**src/rtl/icache_responder.sv**
```systemverilog
// ---------------------------------------------------------------------------
// icache_responder
//   Direct-mapped, one-word-per-block, read-only instruction cache sitting
//   between the fetch stage and the memory controller. A lookup hit answers
//   in the same cycle. A miss latches the word address, requests it from
//   memory, fills the frame, and returns to IDLE. The fetch then hits on the
//   retry.
//
// Ports
//   CLK, RST      clock; synchronous active-high reset
//   imemREN       fetch request from the datapath
//   imemaddr      fetch byte address (bits [1:0] ignored)
//   ihit          request served this cycle, imemload valid
//   imemload      instruction word (0 when not hitting)
//   iREN          memory read request (high while in MISS)
//   iaddr         word-aligned memory address of the outstanding fill
//   iwait         memory busy; low with iREN high means iload is valid
//   iload         memory read data
//   hit_count     saturating count of hits
//   miss_count    saturating count of misses started
// ---------------------------------------------------------------------------
module icache_responder #(
  parameter int NSETS = 16,
  parameter int IDX_W = 4,
  parameter int CNT_W = 32
) (
  input  logic             CLK,
  input  logic             RST,
  input  logic             imemREN,
  input  logic [31:0]      imemaddr,
  output logic             ihit,
  output logic [31:0]      imemload,
  output logic             iREN,
  output logic [31:0]      iaddr,
  input  logic             iwait,
  input  logic [31:0]      iload,
  output logic [CNT_W-1:0] hit_count,
  output logic [CNT_W-1:0] miss_count
);

  localparam int TAG_W = 32 - IDX_W - 2;

  localparam logic [0:0] IDLE = 1'b0;
  localparam logic [0:0] MISS = 1'b1;

  logic [0:0]       r_state;
  logic [29:0]      r_iaddr_word;   // only the word address is kept
  logic [CNT_W-1:0] r_hit_count;
  logic [CNT_W-1:0] r_miss_count;

  logic             r_valid [NSETS];
  logic [TAG_W-1:0] r_tag   [NSETS];
  logic [31:0]      r_data  [NSETS];

  logic [IDX_W-1:0] w_idx;
  logic [TAG_W-1:0] w_tag;
  logic [IDX_W-1:0] w_fill_idx;
  logic [TAG_W-1:0] w_fill_tag;
  logic             w_hit;
  logic             w_miss_start;
  logic             w_fill;
  logic             w_unused;

  assign w_idx      = imemaddr[IDX_W+1:2];
  assign w_tag      = imemaddr[31:IDX_W+2];
  assign w_fill_idx = r_iaddr_word[IDX_W-1:0];
  assign w_fill_tag = r_iaddr_word[29:IDX_W];

  // Byte offset plays no part in the lookup.
  assign w_unused = ^imemaddr[1:0];

  assign w_hit        = (r_state == IDLE) & imemREN & r_valid[w_idx] &
                        (r_tag[w_idx] == w_tag);
  assign w_miss_start = (r_state == IDLE) & imemREN & ~w_hit;
  // The fill is gated by reset so an abandoned transaction writes nothing.
  assign w_fill       = (r_state == MISS) & ~iwait & ~RST;

  // Reset forces the handshake outputs low without waiting for the edge.
  assign ihit       = w_hit & ~RST;
  assign imemload   = ihit ? r_data[w_idx] : 32'd0;
  assign iREN       = (r_state == MISS) & ~RST;
  assign iaddr      = {r_iaddr_word, 2'b00};
  assign hit_count  = r_hit_count;
  assign miss_count = r_miss_count;

  always_ff @(posedge CLK) begin
    if (RST) begin
      r_state      <= IDLE;
      r_iaddr_word <= '0;
      r_hit_count  <= '0;
      r_miss_count <= '0;
    end else begin
      case (r_state)
        IDLE: begin
          if (w_hit) begin
            if (r_hit_count != {CNT_W{1'b1}})
              r_hit_count <= r_hit_count + CNT_W'(1);
          end else if (w_miss_start) begin
            r_iaddr_word <= imemaddr[31:2];
            if (r_miss_count != {CNT_W{1'b1}})
              r_miss_count <= r_miss_count + CNT_W'(1);
            r_state <= MISS;
          end
        end
        MISS: begin
          if (!iwait)
            r_state <= IDLE;
        end
        default: r_state <= IDLE;
      endcase
    end
  end

  // One register set per frame; the fill always targets the latched address.
  generate
    for (genvar gi = 0; gi < NSETS; gi++) begin : g_frame
      always_ff @(posedge CLK) begin
        if (RST) begin
          r_valid[gi] <= 1'b0;
        end else if (w_fill && (w_fill_idx == IDX_W'(gi))) begin
          r_valid[gi] <= 1'b1;
          r_tag[gi]   <= w_fill_tag;
          r_data[gi]  <= iload;
        end
      end
    end
  endgenerate

endmodule
```
**config.mk**
```make
export PLATFORM = sky130hd
export DESIGN_NAME = icache_responder
export DESIGN_NICKNAME = d
export VERILOG_FILES = /design/src/rtl/icache_responder.sv
export SDC_FILE = /design/constraint.sdc
export NUM_CORES = 1
export LEC_CHECK = 0
export BUFFER_PORTS_ARGS = -buffer_cell sky130_fd_sc_hd__clkbuf_2
export CAP_MARGIN = 30
export CORE_AREA = 2 2 411 413
export CTS_CLUSTER_DIAMETER = 120
export DETAILED_ROUTE_END_ITERATION = 12
export DIE_AREA = 0 0 413 415
export PLACE_DENSITY = 0.48
export SLEW_MARGIN = 15
export SYNTH_ARGS = -nofsm -noshare
export SYNTH_HDL_FRONTEND = slang
export SYNTH_SLANG_ARGS = --single-unit
```
**constraint.sdc**
```tcl
create_clock -name CLK -period 7.57 [get_ports CLK]
set_clock_uncertainty 0.05 [all_clocks]
set_input_delay 0.757 -clock CLK [delete_from_list [all_inputs] [get_ports CLK]]
set_output_delay 0.757 -clock CLK [all_outputs]
set_load 0.01 [all_outputs]
```
== Word level (Yosys, flattened, before mapping) ==
Memories as Yosys holds them, arrays and structs flattened.
Cells that the tools add are included.
Cells by class
  reductions and logical operators: 50
  equal/unequal tests: 18
  $add $sub $neg: 2
  mux-type cells: 161
  bitwise logic cells: 28
Operator list (number)
  $mux W32: 16
  $reduce_or A32 Y1: 15
  $mux W26: 15
  $reduce_or A26 Y1: 15
  $mux W4: 30
  $mux W1: 99
  $add A32 B1 Y32 const B: 2
  $ne A32 B32 Y1 const B: 2
  $eq A4 B4 Y1 const B: 8
  $eq A26 B26 Y1: 1
  $eq A4 B3 Y1 const B: 4
  $logic_and A1 B1 Y1: 16
  $or A1 B1 Y1: 16
  $and A1 B1 Y1: 8
  $eq A4 B2 Y1 const B: 2
  $reduce_and A3 Y1: 2
  $eq A4 B1 Y1 const B: 1
  $logic_not A4 Y1: 1
  $not A1 Y1: 4
  $reduce_and A4 Y1: 1
  $pmux W1 S2: 1
Word-level totals
  flip-flop bits (word level): 95
  memory bits (writable): 944
  output and inout port bits: 130
  memories: 3
  word-level logic and storage cells: 266
Memory list
  r_data: depth 16, width 32, read ports 1, clocked after Yosys merged registers in 0, wr ports 1, RTL line 53  | logic [31:0] r_data [NSETS];
  r_tag: depth 16, width 26, read ports 1, clocked after Yosys merged registers in 0, wr ports 1, RTL line 52  | logic [TAG_W-1:0] r_tag [NSETS];
  r_valid: depth 16, width 1, read ports 1, clocked after Yosys merged registers in 0, wr ports 16, RTL line 51  | logic r_valid [NSETS];

== Longest topological paths before layout ==
Gate-level depths: netlist (run 1).
  depth after elaboration: 23
  gate-level depth with buffers: 16
  mapped depth without buffers: 9

== Least setup slack after synthesis (run 1) ==
Ideal clock, no wire load.
  path kind: input to register
  from: input port RST
  to: memory r_valid[0] (data pin)
  stages on the path: 4
  setup time: 993 ps
  path slack: 1001 ps
  data arrival time: 5526 ps
  required time: 6527 ps
  cell sequence: nor2b_1 > nand2b_1 > or3_1 > nor3_1
RTL lines
  start: declaration: RTL line 28  | input logic RST,
  end: declaration: RTL line 51

== Worst setup path in the final report (run 1) ==
  from: input port imemaddr[2]
  to: output port imemload[14]
Between the ends
  word-level cells in the longest chain between the ends: 5
  elaborated cells between the ends (all ways): 8
  those cells by class: eq/ne (1); mux (1); bitwise (3); memory (3)
Ends and longest elaborated chain
  start: declaration: RTL line 30  | input logic [31:0] imemaddr,
  $mem_v2 Z16 W26 or $mem_v2 Z16 W1 (tied branches)
  $eq A26 B26 Y1 or $and A1 B1 Y1 (tied branches): RTL line 73, 72
  $and A1 B1 Y1: RTL line 72  | assign w_hit = (r_state == IDLE) & imemREN & r_valid[w_idx] &
  $and A1 B1 Y1: RTL line 79  | assign ihit = w_hit & ~RST;
  $mux W32 (*): RTL line 80  | assign imemload = ihit ? r_data[w_idx] : 32'd0;
  end: declaration: RTL line 32  | output logic [31:0] imemload,
Every way passes the cells marked *; elsewhere a longest branch is shown, timed or not.

==> results_dict.tcl, run 1 <==
set metrics [dict create \
    outcome "finished, final reports clean" \
    p_leak_nw 15.2 \
    reg2reg_from "r_tag[6][25]" \
    synth.area.top_cells "edfxtp_1, mux4_2, dfxtp_1" \
    drtPass1Iterations 5 \
    slowest_stage "nor4b_1" \
    power_mw 11.9 \
    finalSetupTns_ps 0 \
    placed_cells 4518 \
    min_period_ps 6140 \
    rrSetupSlack_ps 3220 \
    gr-total-overflow 0 \
    crit_family "simple AND/OR/NAND/NOR gates" \
    cts_made_buffers 104 \
    hold_violations 0 \
    wirelength_um 112000 \
    cp_data_required_time_ps 6760 \
    final_cell_area_sq_mm 0.0487 \
    max_slew.worst_pin.slew_ps 1010 \
    core_sq_mm 0.167 \
    yosysWarnings 0 \
    ys_ff_latch 1039 \
    drive_above_1_share 0.300 \
    final-seq-area_sq_mm 0.0302 \
    max_stage_delay_ps 870 \
    via_per_inst 4.58 \
    max_cap_viol_count 0 \
    hp-class "primary input to register" \
    peakVddDrop_mv 0.177 \
    boundaryPins 198 \
    clk_pin_slew_worst_paths_ps 70 \
    antenna_found_initial 25 \
    drtAntennaViolNets 0 \
    port_buffers 193 \
    dp_worst_setup_slack_ps 1300 \
    grt_setup_unrepaired "false" \
    cts_max_level 3 \
    critPathCaptureType "primary output" \
    worst-setup-path-type "primary input to primary output" \
    die_h_um 415 \
    grt_usage 0.129 \
    synthCells 2194 \
    synth_seq_area_share 0.727 \
    synth_top_area_cell "edfxtp_1" \
    async_reset_ff_frac 0 \
    dp_hpwl_um 64400 \
    critPathMostFrequentCell "nor4b_1" \
    clkSinkCount 1039 \
    cts_tree "done" \
    r2r_cells 10 \
    ys.flop_type "edfxtp_1" \
    holdPathStages 3 \
    rows 150 \
    wl_per_cell_um 23.7 \
    fmax_mhz 163 \
    ctsResizeCount 0 \
    avgSynthCellArea_sq_um 19.0 \
    drc 0 \
    dr_total_vias 21600 \
    arrival_ps 5330 \
    worstReg2RegEnd "miss_count[20]" \
    syn2layout_area_growth_pct 16.9 \
    synth-edff-count 943 \
    final_net_count 2491 \
    grt_max_degree 94 \
    start_kind "primary input" \
    crit_buf_inv 3 \
    num-fill-cells 16500 \
    die_area_sq_mm 0.171 \
    maxSlewHeadroom 0.318 \
    postLayoutCoreUtil 0.292 \
    grt_pass1_vias 21600 \
    grt_first_pass_wirelength_um 160000 \
    synthDistinctLibCells 68 \
    synth.cell_area_sq_mm 0.0416 \
    multi_input_area_sq_mm 0.0108 \
    final_max_slew_viol_count 0 \
    worstPathCellList "buf_8 -> nor2b_1 -> a22oi_1 -> and4b_1 -> nor4b_1 -> nand3_1 -> nor4b_1 -> nand4b_4 -> buf_4 -> nor2b_2 -> clkbuf_2" \
    clockBufferDepth 3 \
    drtIter0Drc 1752 \
    worstSkewPairLatency_ps 720 \
    initial_utilization 0.250 \
    setup_viol 0 \
    gp_congestion 0.736 \
    die_w_um 413 \
    setup_ws_ps 1430 \
    fin_crit_sh 0.810 \
    power-per-cell-area_mw_per_mm2 244 \
    cts_hold_buf 0 \
    cts-root-buf "clkbuf_16" \
    finalNonFillerCells 4717 \
    holdWs_ps 249 \
    post_cts.repair.setup_buffers 0 \
    synth_top_area_share 0.681 \
    place_area_sq_mm 0.0454 \
    hp-start "imemaddr[27]" \
    hold_end "r_iaddr_word[25]" \
    crit_fanout 64 \
]
## layer usage
| metal | part of all wire | track usage |
|---|---|---|
| met4 | 0.016 | 0.0230 |
| met3 | 0.066 | 0.0335 |
| met2 | 0.46 | 0.197 |
| met5 | 0.0017 | 0 |
| met1 | 0.46 | 0.184 |
## worst register-to-register path, stage by stage (launching register included)
cell and delay [ps]:
edfxtp_1 360, mux2i_1 170, a22oi_1 130, and4b_1 260
nor4b_1 870, o2111ai_1 270, nor4_2 400, nand3_4 660
buf_4 550, nand4_1 170, mux2_2 330
## synthesized netlist by cell type, types with 5 or more instances
library cell	instances
edfxtp_1	943
nor2b_2	29
clkbuf_1	58
a21oi_1	64
nor3_1	24
a22oi_1	24
mux2i_1	88
or2_2	16
nand3_1	70
nor4_1	9
xnor2_1	32
and2_1	7
nor2_1	73
dfxtp_1	96
nand4_1	19
o21ai_0	49
or3_1	16
nor4b_1	7
o31ai_1	11
nor2b_1	36
inv_1	12
buf_2	19
xor2_1	5
mux4_2	245
nand2_1	51
or4_1	16
and3_1	18
buf_4	12
mux2_2	28
nand2b_1	15
buf_6	13
buf_1	26
## cell usage in the layout, fill, tap and decap left out, types with 17 or more instances in the layout
master	count
edfxtp_1	943
mux4_2	245
clkbuf_2	190
clkbuf_16	104
dfxtp_1	96
mux2i_1	88
nand3_1	70
a21oi_1	64
nor2_1	61
nand2_1	51
o21ai_0	49
buf_4	48
nor2b_1	35
xnor2_1	32
nor2b_2	29
mux2_2	28
clkbuf_1	25
a22oi_1	24
clkinv_1	23
clkinv_2	20
nor3_1	19
nand4_1	19
and3_1	17
## cell families after synthesis
group | Yosys count | share of synthesized area
other | 1 | 0.0000901
adders and majority gates | 2 | 0.000601
buffers and inverters | 144 | 0.0179
xor gates and xnor gates | 37 | 0.00779
DFF | 1039 | 0.727
and+or+nand+nor | 428 | 0.0585
muxes | 362 | 0.162
AOI/OAI and AO/OA | 181 | 0.0266
## cell type report
type / instances / area share
diodes: 4 / 0.000206
clock buffers: 135 / 0.0571
clock inverters: 59 / 0.0101
inverters: 13 / 0.00105
multi-input cells: 1012 / 0.221
flip-flops and latches: 1039 / 0.622
well taps: 2204 / 0.0567
repair buffers: 251 / 0.0322
## worst max path at each step
| stage | end | start | cells past startpoint |
|---|---|---|---|
| 6_report | imemload[14] | imemaddr[2] | 11 |
| 5_1_grt | imemload[0] | imemaddr[2] | 11 |
| 4_1_cts | imemload[14] | imemaddr[2] | 11 |
| 3_5_place_dp | imemload[14] | imemaddr[2] | 11 |
| 3_3_place_gp | imemload[1] | imemaddr[2] | 11 |
| 2_1_floorplan | r_valid[0] | RST | 4 |
## power by group
group / switching [mW] / total [mW] / internal (mW)
registers: 0.0479 / 6.33 / 6.28
logic: 0.321 / 0.546 / 0.226
clock network: 2.21 / 4.98 / 2.77
total: 2.58 / 11.9 / 9.27
## state kept, by name, indices dropped and copies added (netlist names)
register	cells
r_state	1
hit_count	32
miss_count	32
r_iaddr_word	30
r_tag	416
r_data	512
r_valid	16
(Power assumes the default switching activity.)
==> inputs of run 2 (changes only) <==
- clock period: 7.57 -> 5.9 ns (I/O delays scaled with it)
==> results_dict.tcl, run 2 (same netlist as run 1, synthesis figures left out) <==
set metrics [dict create \
    outcome "finished, final reports clean" \
    seq_power_share 0.524 \
    num-fill-cells 16500 \
    finalSetupTns_ps 0 \
    wl_met1_um 52100 \
    clkSinkCount 1039 \
    grt_pass1_vias 22100 \
    core_sq_mm 0.167 \
    critPathCaptureType "primary output" \
    drtPass1Iterations 8 \
    die_h_um 415 \
    route.met3.wl_um 7500 \
    cp_data_required_time_ps 5260 \
    drc 0 \
    peakVddDrop_mv 0.218 \
    via_per_inst 4.60 \
    grt_first_pass_wirelength_um 162000 \
    crit_fanout 69 \
    antenna_found_initial 25 \
    port_buffers 193 \
    post_cts.repair.setup_buffers 0 \
    placed_cells 4532 \
    final_cell_area_sq_mm 0.0489 \
    initial_utilization 0.250 \
    top_register "r_data" \
    cts_max_level 3 \
    largest_reg_flops 512 \
    power-per-cell-area_mw_per_mm2 316 \
    setup_viol 0 \
    power_switching_mw 3.33 \
    gr-total-overflow 0 \
    dp_hpwl_um 65400 \
    drtIter0Drc 1965 \
    start_kind "primary input" \
    wl_per_cell_um 23.9 \
    final_max_slew_viol_count 0 \
    arrival_ps 4880 \
    drive_above_1_share 0.307 \
    ctsResizeCount 0 \
    hold_violations 0 \
    cts-root-buf "clkbuf_16" \
    p_leak_nw 15.4 \
    grt_usage 0.130 \
    reg_top3 "r_data: 512 flops, r_tag: 416 flops" \
    grt_max_degree 85 \
    min_period_ps 5520 \
    hp-class "primary input to register" \
    fin_crit_sh 0.935 \
    wirelength_um 113000 \
    highest_layer "met5" \
    dr_total_vias 21700 \
    die_area_sq_mm 0.171 \
    clockBufferDepth 3 \
    final_net_count 2503 \
    wl_met2_um 51300 \
    maxSlewHeadroom 0.356 \
    place_area_sq_mm 0.0455 \
    rows 150 \
    clk_pin_slew_worst_paths_ps 70 \
    die_w_um 413 \
    max_cap_viol_count 0 \
    clockPowerShare 0.430 \
    cts_hold_buf 0 \
    cts_tree "done" \
    gp_congestion 0.745 \
    cts_made_buffers 103 \
    swShare 0.215 \
    comb_power_share 0.046 \
    postLayoutCoreUtil 0.294 \
    intPower_mw 12.1 \
    finalNonFillerCells 4725 \
    worst-setup-path-type "primary input to primary output" \
    boundaryPins 198 \
    fmax_mhz 181 \
    worstSkewPairLatency_ps 710 \
    grt_setup_unrepaired "false" \
    max_slew.worst_pin.slew_ps 962 \
    layout_common_cells "edfxtp_1, mux4_2, clkbuf_2" \
    syn2layout_area_growth_pct 17.6 \
    final_common_cell "edfxtp_1" \
    drtAntennaViolNets 0 \
]
[run 2: layout make-up]
class	count	area, sq um	share of cell area
Sequential cell	1039	30200	0.618
Multi-Input combinational cell	1012	10800	0.220
Clock buffer	133	2800	0.0573
Tap cell	2204	2760	0.0563
Timing Repair Buffer	264	1710	0.0349
Clock inverter	55	587	0.0120
Inverter	13	51.3	0.00105
Antenna cell	5	12.5	0.000256
[run 2: power by group through the flow]
| stage | registers, mW | logic [mW] | clock network [mW] |
|---|---|---|---|
| after floorplan | 8.26 | 0.446 | 0 |
| after global placement | 8.27 | 0.724 | 0 |
| after detailed placement | 8.28 | 0.727 | 0 |
| after CTS | 8.12 | 0.729 | 6.82 |
| after global routing | 8.12 | 0.768 | 7.12 |
| final | 8.12 | 0.709 | 6.65 |
[run 2: path summary, 6_finish.rpt]
| check | from | slack [ps] | end | cells after the start |
|---|---|---|---|---|
| max | imemaddr[2] | 380 | imemload[0] | 13 |
| min | imemaddr[21] | 90 | r_iaddr_word[19] | 3 |
| max reg2reg | r_tag[10][8] | 2010 | miss_count[20] | 10 |
| min reg2reg | miss_count[10] | 450 | miss_count[10] | 2 |
[run 2: metal layers]
layer  up-vias  GRT usage
met2       551      0.197
met1     11600      0.186
li1       9427          -
met3       156     0.0335
met5         -          0
met4        20     0.0261
[run 2: critical path, stage by stage]
cell and delay (ps):
buf_8 280, buf_12 460, nor2b_1 530, a22oi_1 170, and4b_1 230, nor4b_1 550, buf_4 230, nand3_1 60
nor4b_1 490, nand4b_4 490, buf_4 430, nor2b_1 140, clkbuf_2 140
[run 2: through the flow]
step	worst slack, ps	hold slack, ps	total power [mW]
floorplan	1310	387	8.71
global placement	345	437	9.00
detailed placement	235	439	9.00
CTS	217	52.3	15.7
global route	110	64.1	16.0
finish	384	91.8	15.5
